### src/rtl/mp_add_seq.sv
// mp_add_seq: byte-serial multi-precision add/sub sequencer for cla_8; define MPADD_OVF_EN to add out_ovf
module mp_add_seq #(
  parameter int NBYTES = 4
) (
  input  logic                  clk,
  input  logic                  rst,
  input  logic                  in_valid,
  output logic                  in_ready,
  input  logic [8*NBYTES-1:0]   in_a,
  input  logic [8*NBYTES-1:0]   in_b,
  input  logic                  in_cin,
  input  logic                  in_sub,
  output logic [7:0]            add_a,
  output logic [7:0]            add_b,
  output logic                  add_cin,
  input  logic [7:0]            add_s,
  input  logic                  add_cout,
  output logic                  out_valid,
  input  logic                  out_ready,
  output logic [8*NBYTES-1:0]   out_sum,
`ifdef MPADD_OVF_EN
  output logic                  out_ovf,
`endif
  output logic                  out_cout
);
  localparam int W = 8*NBYTES;
  localparam int CW = $clog2(NBYTES) + 1;
  localparam logic [CW-1:0] LAST = CW'(NBYTES - 1);
  typedef enum logic [1:0] {IDLE, RUN, DONE} state_t;
  state_t r_state, w_next;
  logic [W-1:0] r_a, r_b, r_acc, w_sum;
  logic [CW-1:0] r_cnt;
  logic r_carry, w_last, w_run;
  if (NBYTES == 1) begin : g_one
    assign w_sum = add_s;
  end else begin : g_multi
    assign w_sum = {add_s, r_acc[W-1:8]};
  end
  always_ff @(posedge clk or posedge rst) begin
    if (rst) r_state <= IDLE;
    else r_state <= w_next;
  end
  always_comb begin
    w_run = r_state == RUN;
    w_last = w_run && r_cnt == LAST;
    in_ready = r_state == IDLE;
    out_valid = r_state == DONE;
    add_a = w_run ? r_a[7:0] : 8'd0;
    add_b = w_run ? r_b[7:0] : 8'd0;
    add_cin = w_run ? r_carry : 1'b0;
    w_next = r_state == IDLE ? (in_valid ? RUN : IDLE) :
             w_run ? (w_last ? DONE : RUN) :
             r_state == DONE ? (out_ready ? IDLE : DONE) : IDLE;
  end
  // The top byte is on the adder bus during the last RUN cycle, so sign bits come straight from it
  always_ff @(posedge clk or posedge rst) begin
    if (rst) begin
      r_a <= '0;
      r_b <= '0;
      r_acc <= '0;
      r_cnt <= '0;
      r_carry <= 1'b0;
      out_sum <= '0;
      out_cout <= 1'b0;
`ifdef MPADD_OVF_EN
      out_ovf <= 1'b0;
`endif
    end else if (in_ready && in_valid) begin
      r_a <= in_a;
      r_b <= in_sub ? ~in_b : in_b;
      r_carry <= in_sub | in_cin;
      r_cnt <= '0;
    end else if (w_run) begin
      r_acc <= w_sum;
      r_carry <= add_cout;
      r_a <= r_a >> 8;
      r_b <= r_b >> 8;
      r_cnt <= r_cnt + CW'(1);
      if (w_last) begin
        out_sum <= w_sum;
        out_cout <= add_cout;
`ifdef MPADD_OVF_EN
        out_ovf <= (add_a[7] == add_b[7]) && (add_s[7] != add_a[7]);
`endif
      end
    end
  end
endmodule

### config.mk
export PLATFORM = sky130hd
export DESIGN_NAME = mp_add_seq
export DESIGN_NICKNAME = d
export VERILOG_FILES = /design/src/rtl/mp_add_seq.sv
export SDC_FILE = /design/constraint.sdc
export NUM_CORES = 1
export LEC_CHECK = 0
export CAP_MARGIN = 20
export CORE_UTILIZATION = 45
export DETAILED_ROUTE_END_ITERATION = 8
export PLACE_DENSITY_LB_ADDON = 0.15
export SLEW_MARGIN = 10
export SYNTH_ARGS = -nofsm -noshare
export SYNTH_HDL_FRONTEND = slang
export SYNTH_SLANG_ARGS = --single-unit
### constraint.sdc
create_clock -name clk -period 4.3 [get_ports clk]
set_input_delay 0.86 -clock clk [delete_from_list [all_inputs] [get_ports clk]]
set_output_delay 0.86 -clock clk [all_outputs]
set_load 0.05 [all_outputs]
==> results of run 1 <==
-- state kept, by name, summed over array words and instances (netlist names) --
| signal | cells |
|---|---|
| out_cout | 1 |
| r_state | 2 |
| r_b | 32 |
| r_carry | 1 |
| out_sum | 32 |
| r_a | 32 |
| r_cnt | 3 |
| r_acc | 24 |
-- placed cells by master (no fill, tap or decap), types with 2 or more instances in the layout --
cell             count
a21oi_1             24
a221o_1             24
and2_1              17
and3b_1             47
buf_16               2
buf_4                6
bufinv_16            2
clkbuf_16           17
clkdlybuf4s50_1    129
clkinv_4             3
clkinvlp_4           5
dfrtp_1            126
ha_1                 2
inv_1                2
inv_6                4
mux2_2               4
mux2_4              29
nand2_1            116
nand2b_1             2
nand3_1             16
nand3_2              2
nor2_1               3
o21ai_0             29
o21ai_2              8
xnor2_1              9
xor2_1              23
-- worst max-delay path: cells and delay by family, from the launching register on --
family                 cells  cell delay, ns
buffers and inverters      1            0.81
and+or+nand+nor            2            0.78
DFF                        1            0.62
-- metrics by stage --
stage	power [mW]	std cells	hold WS (ns)	area (um^2)	setup slack, ns
finish	6.36	835	0.467	7940	0.809
global route	6.74	835	0.501	7940	0.661
CTS	6.39	834	0.475	7910	0.786
detailed placement	4.96	802	0.462	7320	1.23
global placement	4.86	801	0.460	7300	1.25
floorplan	4.11	538	0.442	5950	0.0557
-- cell type report --
type / count / area, um^2
fillers: 1070 / 4830
clock buffers: 18 / 429
clock inverters: 14 / 159
well taps: 172 / 215
multi-input cells: 362 / 2530
repair buffers: 139 / 1420
flip-flops and latches: 127 / 3180
inverters: 3 / 13.8
-- power by group through the flow --
stage / sequential [mW] / combinational (mW) / clock [mW]
3_3_place_gp: 2.05 / 2.80 / 0
6_report: 2.06 / 2.88 / 1.41
5_1_grt: 2.13 / 3.12 / 1.49
2_1_floorplan: 2.45 / 1.66 / 0
3_5_place_dp: 2.07 / 2.89 / 0
4_1_cts: 2.06 / 2.90 / 1.43
-- metal layers --
metal | track usage | vias up | share of wire
li1 | - | 2069 | -
met3 | 0.0422 | 18 | 0.035
met4 | 0.0743 | 0 | 0.016
met1 | 0.279 | 2111 | 0.47
met2 | 0.320 | 101 | 0.48
met5 | 0 | - | 0
-- cell families after synthesis --
logic type | synth area share
muxes | 0.0808
xor gates and xnor gates | 0.0471
buffers and inverters | 0.0450
and+or+nand+nor | 0.189
DFF | 0.534
adders and majority gates | 0.00421
AOI/OAI and AO/OA | 0.0995
-- final timing paths --
path,start,to,slack [ns],depth (start not counted)
setup / recovery,r_state[0]$_DFF_PP0_,add_b[7],0.81,3
hold / removal,r_a[5]$_DFFE_PP0P_,r_a[5]$_DFFE_PP0P_,0.47,2
setup reg to reg,r_state[0]$_DFF_PP0_,out_sum[2]$_DFFE_PP0P_,2.09,3
hold reg to reg,r_a[5]$_DFFE_PP0P_,r_a[5]$_DFFE_PP0P_,0.47,2
max in group asynchronous,rst,r_a[5]$_DFFE_PP0P_,2.51,3
min in group asynchronous,rst,r_a[3]$_DFFE_PP0P_,1.01,2
==> summary.txt, run 1 <==
Clock tree
  • Reg clk slew, reported paths: 0.05 ns
  • CTS Sinks: 127
  • Skew-Pair Late Insertion Delay: 0.41 ns
  • Hold buffers post-CTS: 0
  • Post-CTS Setup Inserts: 0
  • Depth of the CTS H-tree: 4
  • Post-cts resize count: 0
  • Num CTS Buffers: 17
  • Root Driver: clkbuf_16
  • CTS Buffer Depth: 2
  • CTS tree: done

Status
  • Run status: complete, no violations

Yosys
  • Synth Cell Area: 0.00595 mm^2
  • Most common cell in the netlist: dfrtp_1
  • Post-Syn Nets: 619
  • Avg Cell Area, Syn: 11.1 um^2
  • Register area share after synthesis: 0.534
  • EDFF count, synth: 0
  • Top cells by area, synth: dfrtp_1, mux2_4, nand2_1
  • Post-synth ARST share: 1.00
  • Cells after Synth: 538
  • Synth Register Bits: 127
  • Post-synth top cells: dfrtp_1, nand2_1, and3b_1
  • Yosys cell types: 28
  • Yosys top cell area share: 0.534
  • Cell taking the most area after synthesis: dfrtp_1
  • Synth warn: 0
  • Top FF cell, synth: dfrtp_1

Global route
  • GRT Total Usage: 0.204
  • Largest net degree at the start of global routing: 70
  • Initial antenna violation count: 0
  • First-pass GRT wire length: 21.2 mm
  • Vias in the first global route: 4,227
  • Remaining Overflow, GRT: 0

Worst setup path
  • Critical path required time: 3.44 ns
  • Worst Setup End Kind: output port
  • Crit-path cells: nor2b_4, and2_1, clkdlybuf4s50_1
  • Slowest cell delay on critical path: 0.81 ns
  • CP Data Arrival Time: 2.63 ns
  • Worst-path fanout max: 26
  • Critical path type: flop to output port
  • Crit-path slowest cell: clkdlybuf4s50_1
  • Startpoint Class: flop

Drt
  • Via count: 4,299
  • Drt pass-1 iters: 4
  • Detail Route Antenna Nets: 0
  • DRC: 0
  • Number of DRC markers in iteration 0: 253
  • Vias per cell: 5.15
  • WL/cell: 15.6 um
  • Final wirelength: 13.1 mm

Finish
  • # diodes: 0
  • Finished Core Util: 0.622
  • Post-layout nets: 731
  • Area grow syn2layout: 33.5%
  • Share of cells above drive strength 1: 0.137

STA
  • Fmax: 0.286 GHz
  • Crit path time final: 3.49 ns
  • Sum Neg Setup Slack: 0 ns
  • Final Max Slew Viols: 0
  • Final Hold Viols: 0
  • RSZ-0062 raised after global routing: false
  • Worst-Margin Slew: 0.951 ns
  • Final Skew: 0.00624 ns
  • Final Setup Violations: 0
  • Crit share post-route: 0.812
  • Slew HR: 0.366

Floorplanning
  • Row count: 41
  • Die H: 117 um
  • Die area: 0.0137 mm^2
  • Initial Utilization: 0.466
  • Io pins: 131
  • Die W: 117 um
  • Total core area: 0.0128 mm^2

Place
  • Post-DP HPWL: 8.60 mm
  • Port Buffer Count: 130
  • RD Place Congestion: 0.776

Power and ir drop
  • Sequential Power Share: 0.324
  • Psw: 2.60 mW
  • Clock power frac: 0.222
  • Peak supply drop: 283 uV
  • Sw Ratio: 0.409
  • Logic gate share of total power: 0.454
  • Leakage: 3.79 nW
  • Int Power: 3.76 mW
  • PD cells: 801 mW/mm^2

Flow run
  • Max Cap Viol: 0

Hold path
  • HP Class: flop to flop
(Power assumes the default switching activity.)
==> inputs of run 2 (changes only) <==
==> constraint.sdc (replaced) <==
create_clock -name clk -period 2.9 [get_ports clk]
set_input_delay 0.58 -clock clk [delete_from_list [all_inputs] [get_ports clk]]
set_output_delay 0.58 -clock clk [all_outputs]
set_load 0.05 [all_outputs]
==> run 2 against run 1 <==
Net effect: routed wire length grew 0.87%; clock skew grew 0.0055 ns; global-route usage is essentially flat; non-clock buffer count grew 2; sequential share of layout area shrank 1.2 points; worst hold slack gained 0.0053 ns; die area is the same; total power grew 56%; design area grew 3.0%; sequential cell count is the same; critical path type unchanged.
==> summary.txt, run 2 (same netlist as run 1, synthesis figures left out) <==
Status
  • Run status: complete, no violations (unchanged)

Finish
  • Most common library cell in the layout ignoring fill and taps: dfrtp_1 (was clkdlybuf4s50_1)
  • Most frequent cells in the layout: dfrtp_1, nand2_1, clkdlybuf4s50_1 (was clkdlybuf4s50_1, dfrtp_1, nand2_1)
  • Design Area, Final: 0.00818 mm^2 (was 0.00794 mm^2)
  • Final Non-Filler Cells: 837 (was 835)
  • Finished Core Util: 0.641 (was 0.622)
  • Share of cells above drive strength 1: 0.168 (was 0.137)
  • # diodes: 0 (unchanged)
  • Area grow syn2layout: 37.5% (was 33.5%)
  • Largest regs: out_sum: 32 flops, r_a: 32 flops, r_b: 32 flops (unchanged)
  • Post-layout nets: 733 (was 731)

STA
  • Final Max Slew Viols: 0 (unchanged)
  • Fmax: 0.387 GHz
  • Setup ws final: 0.316 ns (was 0.809 ns)
  • Crit share post-route: 0.891
  • Final Setup Violations: 0 (unchanged)
  • Crit path time final: 2.58 ns
  • Worst-Margin Slew: 0.719 ns (was 0.951 ns)
  • Sum Neg Setup Slack: 0 ns (unchanged)
  • RSZ-0062 raised after global routing: false (unchanged)
  • Final Hold Viols: 0 (unchanged)
  • Hold Slack: 0.472 ns (was 0.467 ns)
  • Slew HR: 0.520 (was 0.366)
  • Final Skew: 0.0118 ns (was 0.00624 ns)

Floorplanning
  • Die area: 0.0137 mm^2 (unchanged)
  • Io pins: 131 (unchanged)
  • Die H: 117 um (unchanged)
  • Initial Utilization: 0.466 (unchanged)
  • Row count: 41 (unchanged)
  • Total core area: 0.0128 mm^2 (unchanged)
  • Die W: 117 um (unchanged)

Worst setup path
  • Reg2Reg Setup Slack: 0.72 ns (was 2.09 ns)
  • Slowest cell delay on critical path: 0.57 ns (was 0.81 ns)
  • Crit-path cells: nor2b_4, and2_1, buf_12 (was nor2b_4, and2_1, clkdlybuf4s50_1)
  • Critical path type: flop to output port (unchanged)
  • Startpoint Class: flop (unchanged)
  • Critical path required time: 2.32 ns (was 3.44 ns)
  • Worst Setup End Kind: output port (unchanged)
  • Worst-path fanout max: 23 (was 26)
  • CP Launch Point: r_state[0]$_DFF_PP0_ (unchanged)
  • Reg2reg start: r_state[0]$_DFF_PP0_ (unchanged)
  • FF-to-FF End: out_sum[17]$_DFFE_PP0P_ (was out_sum[2]$_DFFE_PP0P_)
  • CP Data Arrival Time: 2.00 ns (was 2.63 ns)
  • Worst-case reg-to-reg path depth: 3 (unchanged)
  • Crit-path slowest cell: nor2b_4 (was clkdlybuf4s50_1)

Flow run
  • Max Cap Viol: 0 (unchanged)

Drt
  • Final wirelength: 13.2 mm (was 13.1 mm)
  • Detail Route Antenna Nets: 0 (unchanged)
  • Via count: 4,256 (was 4,299)
  • Number of DRC markers in iteration 0: 279 (was 253)
  • WL/cell: 15.7 um (was 15.6 um)
  • DRC: 0 (unchanged)
  • Vias per cell: 5.08 (was 5.15)
  • Drt pass-1 iters: 4 (unchanged)

Clock tree
  • Num CTS Buffers: 17 (unchanged)
  • CTS Sinks: 127 (unchanged)
  • Depth of the CTS H-tree: 4 (unchanged)
  • Reg clk slew, reported paths: 0.06 ns (was 0.05 ns)
  • CTS Buffer Depth: 2 (unchanged)
  • Skew-Pair Late Insertion Delay: 0.42 ns (was 0.41 ns)
  • CTS tree: done (unchanged)
  • Root Driver: clkbuf_16 (unchanged)
  • Post-cts resize count: 0 (unchanged)
  • Hold buffers post-CTS: 0 (unchanged)
  • Post-CTS Setup Inserts: 0 (unchanged)

Place
  • Pre-CTS WS: 0.337 ns (was 1.23 ns)
  • Post-DP HPWL: 8.63 mm (was 8.60 mm)
  • Post-DP Area: 0.00752 mm^2 (was 0.00732 mm^2)
  • Port Buffer Count: 130 (unchanged)
  • # placed instances: 803 (was 802)
  • RD Place Congestion: 0.773 (was 0.776)

Global route
  • First-pass GRT wire length: 21.0 mm (was 21.2 mm)
  • Initial antenna violation count: 0 (unchanged)
  • Vias in the first global route: 4,171 (was 4,227)
  • Largest net degree at the start of global routing: 128 (was 70)
  • GRT Total Usage: 0.204 (about the same)
  • Remaining Overflow, GRT: 0 (unchanged)

Hold path
  • Worst hold start: r_a[2]$_DFFE_PP0P_ (was r_a[5]$_DFFE_PP0P_)
  • Hold Path Sink: r_a[2]$_DFFE_PP0P_ (was r_a[5]$_DFFE_PP0P_)
  • HP Class: flop to flop (unchanged)
  • Hold Path Stages: 2 (unchanged)

Power and ir drop
  • Leakage: 3.92 nW (was 3.79 nW)
  • Peak supply drop: 553 uV (was 283 uV)
  • PD cells: 1210 mW/mm^2 (was 801 mW/mm^2)
  • Power Total: 9.90 mW (was 6.36 mW)
[run 2: changes by cell type in the layout (fill, tap and decap cells not counted), sizes merged]
cell	delta
inv	+5
bufinv	+1
clkinv	-3
clkbuf	-1
buf	+20
clkinvlp	-2
clkdlybuf4s50	-18
[run 2: routing by layer]
layer,part of all wire,GRT usage
met3,0.046,0.0505
met4,0.014,0.0692
met1,0.44,0.272
met2,0.49,0.326
met5,0,0
[run 2: how the worst max path moves through the flow]
stage / to / slack (ns) / cells after the start
floorplan: in_ready / 0.72 / 5
global placement: r_b[4]$_DFFE_PP0P_ / 0.38 / 4
detailed placement: r_b[3]$_DFFE_PP0P_ / 0.34 / 4
CTS: add_b[1] / 0.29 / 3
global route: add_b[1] / 0.18 / 3
finish: add_b[1] / 0.32 / 3
[run 2: final cells by class]
| class | count | area, um^2 |
|---|---|---|
| fill | 1048 | 4590 |
| tap | 172 | 215 |
| clock inverter | 15 | 195 |
| clock buffer | 17 | 425 |
| timing repair buffer | 141 | 1620 |
| multi-input combinational | 362 | 2530 |
| inverter | 3 | 15.0 |
| sequential | 127 | 3180 |
[run 2: worst max-delay path, delay by kind of cell, from the launching register on]
family	cells	cell delay (ns)
flops	1	0.56
simple gates	2	0.87
buf+inv	1	0.16
[run 2: power breakdown]
part           internal [mW]  switching (mW)
combinational           1.99            2.62
sequential              2.55           0.497
clock                   1.38           0.864
==> inputs of run 3 (changes only) <==
--- a/config.mk
+++ b/config.mk
@@ -7,6 +7,7 @@
 export LEC_CHECK = 0
 export CAP_MARGIN = 20
 export CORE_UTILIZATION = 45
+export CTS_CLUSTER_SIZE = 10
 export DETAILED_ROUTE_END_ITERATION = 8
 export PLACE_DENSITY_LB_ADDON = 0.15
 export SLEW_MARGIN = 10
==> results of run 3 <==
No change in the layout: final DEF, timing and power equal those of run 2.
